==> config.mk <==
export PLATFORM = sky130hd
export DESIGN_NAME = jt10_adpcmb_enc_flat
export DESIGN_NICKNAME = d
export VERILOG_FILES = /design/src/rtl/jt10_adpcmb_enc_if.sv /design/src/rtl/jt10_adpcmb_enc.sv /design/src/flat_wrapper.sv
export SDC_FILE = /design/constraint.sdc
export NUM_CORES = 1
export LEC_CHECK = 0
export CAP_MARGIN = 20
export CORE_AREA = 2 2 193 138
export CTS_CLUSTER_DIAMETER = 30
export DETAILED_ROUTE_END_ITERATION = 10
export DIE_AREA = 0 0 195 140
export PLACE_DENSITY = 0.68
export SETUP_SLACK_MARGIN = 0.05
export SLEW_MARGIN = 25
export SYNTH_ARGS = -nofsm -noshare
export SYNTH_HDL_FRONTEND = slang
export SYNTH_SLANG_ARGS = --single-unit
==> constraint.sdc <==
create_clock -name clk -period 16.7 [get_ports clk]
set_clock_uncertainty 0.2 [all_clocks]
set_input_delay 3.34 -clock clk [delete_from_list [all_inputs] [get_ports clk]]
set_output_delay 3.34 -clock clk [all_outputs]
set_load 0.01 [all_outputs]
==> src/rtl/jt10_adpcmb_enc_if.sv <==
// -----------------------------------------------------------------------------
// jt10_adpcmb_enc_if
// Stream interface for the ADPCM-B (delta-T) encoder.
//   in_valid / in_ready / in_pcm    : PCM sample input handshake
//   out_valid / out_ready / out_data: encoded nibble/byte output handshake
//   pcm_rec                         : reconstructed sample (decoder-identical)
// Modports:
//   master : the side that feeds samples and consumes encoded data
//   slave  : the encoder itself
// -----------------------------------------------------------------------------
interface jt10_adpcmb_enc_if;
  logic        in_valid;
  logic        in_ready;
  logic [15:0] in_pcm;
  logic        out_valid;
  logic        out_ready;
  logic [7:0]  out_data;
  logic [15:0] pcm_rec;

  modport master (
    output in_valid, in_pcm, out_ready,
    input  in_ready, out_valid, out_data, pcm_rec
  );

  modport slave (
    input  in_valid, in_pcm, out_ready,
    output in_ready, out_valid, out_data, pcm_rec
  );
endinterface

==> src/rtl/jt10_adpcmb_enc.sv <==
// -----------------------------------------------------------------------------
// jt10_adpcmb_enc
// ADPCM-B (delta-T) encoder. Turns signed 16-bit PCM samples into 4-bit
// ADPCM-B nibbles while keeping a local reconstruction (predictor x, adaptive
// step) that uses the decoder's arithmetic, so a decoder fed the produced
// nibble stream tracks pcm_rec bit-exactly.
//
// Ports:
//   clk  : system clock
//   rst  : asynchronous active-high reset
//   cen  : clock enable, all state advances only when high
//   clr  : clear request, held pending until the next cen
//   bus  : jt10_adpcmb_enc_if.slave (sample in, encoded out, pcm_rec)
//
// Parameters:
//   STEP_MIN : lower clamp and reset value of the adaptive step
//   STEP_MAX : upper clamp of the adaptive step
//
// Build option:
//   JT10_ADPCMB_ENC_PACK_EN : when defined, two consecutive nibbles are packed
//   into one byte (first nibble in out_data[7:4]); otherwise each sample emits
//   out_data = {4'b0, nibble}.
//
// Sample flow: IDLE -> DIFF -> Q2 -> Q1 -> Q0 -> UPD -> OUT (one step per cen).
// -----------------------------------------------------------------------------
module jt10_adpcmb_enc #(
  parameter int STEP_MIN = 127,
  parameter int STEP_MAX = 24576
) (
  input  logic                   clk,
  input  logic                   rst,
  input  logic                   cen,
  input  logic                   clr,
  jt10_adpcmb_enc_if.slave       bus
);

  localparam logic [2:0] IDLE = 3'd0;
  localparam logic [2:0] DIFF = 3'd1;
  localparam logic [2:0] Q2   = 3'd2;
  localparam logic [2:0] Q1   = 3'd3;
  localparam logic [2:0] Q0   = 3'd4;
  localparam logic [2:0] UPD  = 3'd5;
  localparam logic [2:0] OUT  = 3'd6;

  logic [2:0]  state_reg;
  logic [15:0] pcm_reg;       // captured input sample
  logic [15:0] x_reg;         // predictor (signed)
  logic [15:0] step_reg;      // adaptive step (unsigned)
  logic        sign_reg;      // sign of the current difference
  logic [18:0] t_reg;         // running remainder of 4*|diff|
  logic [2:0]  d_reg;         // quantised magnitude
  logic [7:0]  out_data_reg;
  logic [15:0] pcm_rec_reg;
  logic        clr_pend_reg;
`ifdef JT10_ADPCMB_ENC_PACK_EN
  logic        half_reg;      // a first nibble is being held
  logic [3:0]  hi_reg;        // held first nibble
`endif

  // combinational datapath
  logic [16:0] diff;
  logic [16:0] mag;
  logic [18:0] cmp_val;
  logic        q_ge;
  logic [19:0] mul;
  logic [16:0] delta;
  logic [16:0] x_ext;
  logic [16:0] xn;
  logic [15:0] x_new;
  logic [7:0]  mult;
  logic [23:0] prod;
  logic [23:0] prod_sh;
  logic [15:0] step_new;

  always_comb begin
    diff = {pcm_reg[15], pcm_reg} - {x_reg[15], x_reg};
    mag  = diff[16] ? (17'd0 - diff) : diff;

    // Restoring division of 4*mag by step, one bit per state.
    case (state_reg)
      Q2:      cmp_val = {1'b0, step_reg, 2'b00};
      Q1:      cmp_val = {2'b00, step_reg, 1'b0};
      default: cmp_val = {3'b000, step_reg};
    endcase
    q_ge = (t_reg >= cmp_val);

    mul   = 20'({d_reg, 1'b1}) * 20'(step_reg);
    delta = 17'(mul >> 3);
    x_ext = {x_reg[15], x_reg};
    xn    = sign_reg ? (x_ext - delta) : (x_ext + delta);
    // The 17-bit sum cannot wrap past bit 16 for legal step values, so a
    // mismatch of the top two bits always means a 16-bit overflow.
    if (xn[16] ^ xn[15])
      x_new = sign_reg ? 16'h8000 : 16'h7fff;
    else
      x_new = xn[15:0];

    case (d_reg)
      3'd4:    mult = 8'd77;
      3'd5:    mult = 8'd102;
      3'd6:    mult = 8'd128;
      3'd7:    mult = 8'd153;
      default: mult = 8'd57;
    endcase
    prod    = 24'(step_reg) * 24'(mult);
    prod_sh = prod >> 6;
    if (prod_sh < 24'(STEP_MIN))
      step_new = 16'(STEP_MIN);
    else if (prod_sh > 24'(STEP_MAX))
      step_new = 16'(STEP_MAX);
    else
      step_new = prod_sh[15:0];
  end

  always_ff @(posedge clk or posedge rst) begin
    if (rst) begin
      state_reg    <= IDLE;
      pcm_reg      <= 16'd0;
      x_reg        <= 16'd0;
      step_reg     <= 16'(STEP_MIN);
      sign_reg     <= 1'b0;
      t_reg        <= 19'd0;
      d_reg        <= 3'd0;
      out_data_reg <= 8'd0;
      pcm_rec_reg  <= 16'd0;
      clr_pend_reg <= 1'b0;
`ifdef JT10_ADPCMB_ENC_PACK_EN
      half_reg     <= 1'b0;
      hi_reg       <= 4'd0;
`endif
    end else if (!cen) begin
      // clr arriving while disabled is remembered for the next cen
      if (clr)
        clr_pend_reg <= 1'b1;
    end else begin
      clr_pend_reg <= 1'b0;
      if (clr || clr_pend_reg) begin
        state_reg   <= IDLE;
        x_reg       <= 16'd0;
        step_reg    <= 16'(STEP_MIN);
        pcm_rec_reg <= 16'd0;
`ifdef JT10_ADPCMB_ENC_PACK_EN
        half_reg    <= 1'b0;
`endif
      end else begin
        case (state_reg)
          IDLE: begin
            if (bus.in_valid) begin
              pcm_reg   <= bus.in_pcm;
              state_reg <= DIFF;
            end
          end
          DIFF: begin
            sign_reg  <= diff[16];
            t_reg     <= {mag, 2'b00};
            state_reg <= Q2;
          end
          Q2: begin
            d_reg[2] <= q_ge;
            if (q_ge)
              t_reg <= t_reg - cmp_val;
            state_reg <= Q1;
          end
          Q1: begin
            d_reg[1] <= q_ge;
            if (q_ge)
              t_reg <= t_reg - cmp_val;
            state_reg <= Q0;
          end
          Q0: begin
            d_reg[0]  <= q_ge;
            state_reg <= UPD;
          end
          UPD: begin
            x_reg       <= x_new;
            step_reg    <= step_new;
            pcm_rec_reg <= x_new;
`ifdef JT10_ADPCMB_ENC_PACK_EN
            if (half_reg) begin
              out_data_reg <= {hi_reg, sign_reg, d_reg};
              half_reg     <= 1'b0;
              state_reg    <= OUT;
            end else begin
              hi_reg    <= {sign_reg, d_reg};
              half_reg  <= 1'b1;
              state_reg <= IDLE;
            end
`else
            out_data_reg <= {4'b0000, sign_reg, d_reg};
            state_reg    <= OUT;
`endif
          end
          OUT: begin
            if (bus.out_ready)
              state_reg <= IDLE;
          end
          default: state_reg <= IDLE;
        endcase
      end
    end
  end

  assign bus.in_ready  = (state_reg == IDLE);
  assign bus.out_valid = (state_reg == OUT);
  assign bus.out_data  = out_data_reg;
  assign bus.pcm_rec   = pcm_rec_reg;

endmodule

==> src/flat_wrapper.sv <==
// flat-port wrapper written by rule: the top's interface ports become plain ports
module jt10_adpcmb_enc_flat 
#(
  parameter int STEP_MIN = 127,
  parameter int STEP_MAX = 24576
)
  (clk, rst, cen, clr, bus_in_valid, bus_in_pcm, bus_out_ready, bus_in_ready, bus_out_valid, bus_out_data, bus_pcm_rec);
  jt10_adpcmb_enc_if bus_i ();
  input  logic clk;
  input  logic rst;
  input  logic cen;
  input  logic clr;
  input wire logic [$bits(bus_i.in_valid)-1:0] bus_in_valid;
  input wire logic [$bits(bus_i.in_pcm)-1:0] bus_in_pcm;
  input wire logic [$bits(bus_i.out_ready)-1:0] bus_out_ready;
  output wire logic [$bits(bus_i.in_ready)-1:0] bus_in_ready;
  output wire logic [$bits(bus_i.out_valid)-1:0] bus_out_valid;
  output wire logic [$bits(bus_i.out_data)-1:0] bus_out_data;
  output wire logic [$bits(bus_i.pcm_rec)-1:0] bus_pcm_rec;
  assign bus_i.in_valid = bus_in_valid;
  assign bus_i.in_pcm = bus_in_pcm;
  assign bus_i.out_ready = bus_out_ready;
  assign bus_in_ready = bus_i.in_ready;
  assign bus_out_valid = bus_i.out_valid;
  assign bus_out_data = bus_i.out_data;
  assign bus_pcm_rec = bus_i.pcm_rec;
  jt10_adpcmb_enc #(.STEP_MIN(STEP_MIN), .STEP_MAX(STEP_MAX)) u_core (.clk(clk), .rst(rst), .cen(cen), .clr(clr), .bus(bus_i));
endmodule
### After elaboration in Yosys (flattened, before gate mapping)

Cells that the tools add are included.

* eq/ne operators: 13
* muxes and demuxes: 20
* reduce and logical (&&, ||, !) cells: 15
* magnitude comparators: 3
* bitwise gates (word level): 2
* $add $sub $neg: 5
* multiply operators: 2

Operator list (count)
* $mux 16: 8
* $pmux 19 s2: 1
* $pmux 18 s2: 1
* $mux 17: 2
* $pmux 8 s4: 1
* $mul 16x8->24: 1
* $eq 3x3->1 const B: 7
* $pmux 3 s7: 1
* $mul 4x16->20: 1
* $ge 19x18->1: 1
* $mux 19: 1
* $sub 19x19->19: 1
* $gt 18x15->1 const B: 1
* $lt 18x7->1 const B: 1
* $reduce_and 3->1: 6
* $add 17x17->17: 1
* $sub 1x17->17 const A: 1
* $sub 16x16->17: 1
* $sub 17x17->17: 1
* $mux 3: 3
* $reduce_and 4->1: 2
* $eq 3x2->1 const B: 2
* $ne 3x2->1 const B: 2
* $reduce_bool 2->1: 3
* other kinds (9): 10

* bits in registers: 79
* output and inout bits: 26

### Longest topological paths before layout

* depth in word-level cells: 8
* depth in mapped cells: 30
* gate-level depth less buffers: 27

### Least setup slack after synthesis

No wires, ideal clock.

* path kind: reg-to-reg
* from: reg u_core.d_reg[1]
* to: reg u_core.pcm_rec_reg[4], in the netlist u_core.bus.pcm_rec[4]
* period minus slack after synthesis: 6631 ps
* data arrival time: 6305 ps
* slack: 10069 ps
* stages on the path, launching flop included: 28
* cells stage by stage: dfrtp_1 clkbuf_1 clkbuf_1 clkbuf_1 nand2_1 fa_1 fa_1 fa_1 nand2b_1 a2111oi_0 a2111oi_0 nor4b_2 and3_1 a31oi_1 xnor2_1 ha_1 a21oi_1 o21ai_1 a21o_1 nand2_1 o21ai_1 o41ai_1 xnor2_1 xnor2_1 xnor2_2 nor2_1 buf_4 a221o_1

* cells in the longest elaborated chain, start to end: 7
* elaborated cells between the ends (all ways): 8

Ends and longest elaborated chain
* start, declared: RTL line jt10_adpcmb_enc.sv:51 `logic [2:0] d_reg;`
* start signal, assigned: RTL line jt10_adpcmb_enc.sv:165 `d_reg[1] <= q_ge;`
* $mul 4x16->20 *: RTL line jt10_adpcmb_enc.sv:87 `mul = 20'({d_reg, 1'b1}) * 20'(step_reg);`
* $add 17x17->17 or $sub 17x17->17 (tied branches): RTL line jt10_adpcmb_enc.sv:90 `xn = sign_reg ? (x_ext - delta) : (x_ext + delta);`
* $mux 17 *: RTL line jt10_adpcmb_enc.sv:90
* $xor 1x1->1: RTL line jt10_adpcmb_enc.sv:93 `if (xn[16] ^ xn[15])`
* $mux 16 *: RTL line jt10_adpcmb_enc.sv:93
* $mux 16 *: RTL line jt10_adpcmb_enc.sv:146 `case (state_reg)`
* $mux 16 *: RTL line jt10_adpcmb_enc.sv:137 `if (clr || clr_pend_reg) begin`
* end signal, assigned: RTL line jt10_adpcmb_enc.sv:177 `pcm_rec_reg <= x_new;`
* end, declared: RTL line jt10_adpcmb_enc.sv:53 `logic [15:0] pcm_rec_reg;`

Every way passes the cells marked *; elsewhere a longest branch is shown, timed or not. The select of a mux whose other input is x is not followed.
A chain may end at the register's enable or synchronous reset.

### Worst setup path after layout

* from: reg u_core.d_reg[0]
* to: reg u_core.step_reg[11]

* cells in the longest elaborated chain, start to end: 8
* elaborated cells between the ends (all ways): 12

Ends and longest elaborated chain
* start signal, assigned: RTL line jt10_adpcmb_enc.sv:171 `d_reg[0] <= q_ge;`
* $eq 3x3->1: RTL line jt10_adpcmb_enc.sv:98 `case (d_reg)`
* $pmux 8 s4 *: RTL line jt10_adpcmb_enc.sv:98
* $mul 16x8->24 *: RTL line jt10_adpcmb_enc.sv:105 `prod = 24'(step_reg) * 24'(mult);`
* $gt 18x15->1: RTL line jt10_adpcmb_enc.sv:109 `else if (prod_sh > 24'(STEP_MAX))`
* $mux 16: RTL line jt10_adpcmb_enc.sv:109
* $mux 16 *: RTL line jt10_adpcmb_enc.sv:107 `if (prod_sh < 24'(STEP_MIN))`
* $mux 16 *: RTL line jt10_adpcmb_enc.sv:146
* $mux 16 *: RTL line jt10_adpcmb_enc.sv:137
* end signal, assigned: RTL line jt10_adpcmb_enc.sv:120 `step_reg <= 16'(STEP_MIN);`
* end signal, assigned: RTL line jt10_adpcmb_enc.sv:140 `step_reg <= 16'(STEP_MIN);`
* end signal, assigned: RTL line jt10_adpcmb_enc.sv:176 `step_reg <= step_new;`
* end, declared: RTL line jt10_adpcmb_enc.sv:48 `logic [15:0] step_reg;`

Marks and branches as above.

==> results.py <==
metrics = {
    "flow_run": {
        "cap_viol_max_count": 0,
    },
    "layout": {
        "antenna_cells": 0,
        "drive_gt1_share_pct": 5.599,
        "finalNetCount": 1764,
        "syn2layout_area_growth_pct": 7.413,
        "largest_register_ffs": 19,
    },
    "sta": {
        "period_needed_ns": 7.712,
        "report.final.slew_viol_count": 0,
        "worst_pin_slew_ns": 1.003,
        "finalHoldViolations": 0,
        "finalCritPeriodShare_pct": 46.18,
        "rsz0062_at_grt": "false",
        "relSlewSlack_pct": 32.87,
        "setup_viol_count_final": 0,
        "tns_ns": 0,
        "fmax_mhz": 129.7,
    },
    "hold_path": {
        "hp-start": "u_core.bus.out_data[1]$_DFFE_PP0P_",
        "hold_path.class": "reg -> reg",
    },
    "place": {
        "gp_congestion": 0.9124,
        "io_buffers": 43,
        "hpwl_um": 24940,
    },
    "floorplan": {
        "die_w_um": 195,
        "fp.dieH_um": 140,
        "die-area_mm2": 0.02730,
        "coreArea_mm2": 0.02538,
        "initial_core_util_pct": 49.48,
        "num_rows": 49,
        "boundaryPins": 48,
    },
    "clock_network": {
        "h-tree-depth": 3,
        "ctsResizeCount": 0,
        "cts_tree": "built",
        "clock_path_buffers": 2,
        "cts_root_buf": "clkbuf_16",
        "cts.sinks": 79,
        "cts_setup_buffers": 0,
        "numCtsBuffers": 9,
        "clk_latency_ns": 0.38,
        "cts.clk_slew.worst_paths_ns": 0.07,
        "holdBufCountCts": 0,
    },
    "grt": {
        "grt_overflow_total": 0,
        "grt_pass1_vias": 10167,
        "grt_max_degree": 52,
        "grt_use_total_pct": 24.15,
        "antenna_found_initial": 0,
        "grt_pass1_wl_um": 52920,
    },
    "logic_synthesis": {
        "synth_seq_cells": 79,
        "synth.area.top_cells": "fa_1 (18%), dfrtp_1 (14%), ha_1 (12%), inv_1 (5.7%), xnor2_1 (4.4%)",
        "syn-instance-count": 1519,
        "netlist_area_mm2": 0.01256,
        "synth-edff-count": 0,
        "ys_types": 77,
        "synth_top_area_share_pct": 17.85,
        "ys_seq_area_share_pct": 15.81,
        "avgSynthCellArea_um2": 8.267,
        "yosys.area.top_type": "fa_1",
        "synth-async-reset-ratio_pct": 100.0,
        "synth_ff_type": "dfrtp_1",
        "ys_warn_count": 0,
    },
    "routing": {
        "drc_errors": 0,
        "first_iter_violations": 740,
        "detail-route-antenna-nets": 0,
        "wl_per_cell_um": 17.45,
        "vias_per_cell": 5.778,
        "firstDrtPassIters": 5,
        "dr_total_vias": 10684,
        "finalWirelength_um": 32260,
    },
    "setup_path": {
        "crit_slowest_cell": "dfrtp_1",
        "cp-start-kind": "flip-flop",
        "crit_top_cell": "fa_1",
        "path_max_fanout": 30,
        "crit_type": "reg -> reg",
        "arrival_ns": 7.81,
        "critPathCaptureType": "flip-flop",
        "r2r_start": "u_core.d_reg[0]$_DFFE_PP0P_",
        "cp_data_required_time_ns": 16.79,
        "slowest_delay_ns": 0.96,
        "crit_chain": "nor2b_1 > o21ai_0 > buf_4 > nand2_1 > inv_1 > fa_1 > fa_1 > fa_1 > inv_1 > fa_1 > inv_1 > ha_1 > a2111oi_0 > a21oi_1 > and2_1 > a21oi_2 > o21ai_1 > a221o_1 > a211o_1 > o22ai_1 > o21a_1 > nand3_1 > o21ai_1",
        "crit_path_start": "u_core.d_reg[0]$_DFFE_PP0P_",
    },
    "run_status": {
        "status": "finished, final reports clean",
    },
}
stage by stage:
stage / hold slack (ns) / worst slack [ns] / instances / utilization, % / cell area (um^2)
after floorplan: 0.2485 / 10.07 / 1522 / - / 12570
after global placement: 0.2617 / 9.342 / 1833 / 51.99 / 13200
after detailed placement: 0.2680 / 9.126 / 1833 / 51.99 / 13200
after CTS: 0.2837 / 9.090 / 1849 / 53.12 / 13480
after global routing: 0.3051 / 8.467 / 1849 / 53.14 / 13490
final: 0.2869 / 8.988 / 1849 / 53.14 / 13490
worst paths after layout:
kind	endpoint	slack, ns	cells after the start
max reg2reg	u_core.step_reg[11]$_DFFE_PP0P_	8.99	23
max in group asynchronous	u_core.t_reg[11]$_DFFE_PP0P_	12.03	3
min reg2reg	u_core.bus.out_data[1]$_DFFE_PP0P_	0.29	2
max	u_core.step_reg[11]$_DFFE_PP0P_	8.99	23
min in group asynchronous	u_core.bus.pcm_rec[6]$_DFFE_PP0P_	3.13	2
min	u_core.bus.out_data[1]$_DFFE_PP0P_	0.29	2
critical path: cells and delay by family, from the launching register on:
kind                     cells  cell delay, ns
AND/OR/NAND/NOR              4            0.98
flip-flops                   1            0.96
adder cells (fa/ha/maj)      5            2.35
buffers and inverters        4            0.38
AO/OA/AOI/OAI               10            2.75
synth_stat cells, types with 27 or more instances:
| master | instances |
|---|---|
| nor2b_1 | 29 |
| inv_1 | 191 |
| nand3_1 | 31 |
| a21o_1 | 32 |
| o21ai_0 | 51 |
| and2_1 | 41 |
| clkbuf_1 | 59 |
| xor2_1 | 34 |
| and3_1 | 27 |
| ha_1 | 117 |
| mux2_2 | 27 |
| dfrtp_1 | 72 |
| xnor2_1 | 63 |
| a21oi_1 | 88 |
| nor3_1 | 38 |
| nand2_1 | 146 |
| nor2_1 | 97 |
| fa_1 | 112 |
routing by layer:
| layer | global-route usage [%] | wire [um] | vias to the layer above |
|---|---|---|---|
| met3 | 5.008 | 2351 | 32 |
| met4 | 4.259 | 316 | 0 |
| li1 | - | - | 5136 |
| met2 | 36.05 | 13650 | 316 |
| met5 | 0 | 0 | - |
| met1 | 36.30 | 15930 | 5200 |
cells by family after synthesis:
| group | share of synthesized area (%) |
|---|---|
| adder cells (fa/ha/maj) | 29.51 |
| buffers and inverters | 8.200 |
| AND/OR/NAND/NOR | 19.07 |
| flip-flops | 15.81 |
| AO/OA/AOI/OAI | 16.71 |
| other | 0.02986 |
| XOR/XNOR | 6.895 |
| multiplexers | 3.776 |
area by class of cell:
cell class / count / area (um^2)
fill: 2399 / 11890
clock inverter: 7 / 61.31
timing repair buffer: 54 / 513.0
tap: 331 / 414.1
sequential: 79 / 1986
clock buffer: 9 / 225.2
inverter: 191 / 718.2
multi-input combinational: 1178 / 9572
cell usage in the layout, fill, tap and decap left out, types with 18 or more instances in the layout:
cell type,Yosys,routed
a21o_1,32,32
a21oi_1,88,88
and2_1,41,41
and3_1,27,27
clkdlybuf4s50_1,0,43
dfrtp_1,72,72
fa_1,112,112
ha_1,117,117
inv_1,191,190
mux2_2,27,27
nand2_1,146,145
nand3_1,31,31
nor2_1,97,97
nor2b_1,29,29
nor3_1,38,38
o21ai_0,51,51
o21ai_1,20,18
xnor2_1,63,63
xor2_1,34,34
Power is left out: the tool's default activity adds up to more than one toggle a clock period on the data nets, which glitch-free logic cannot reach.
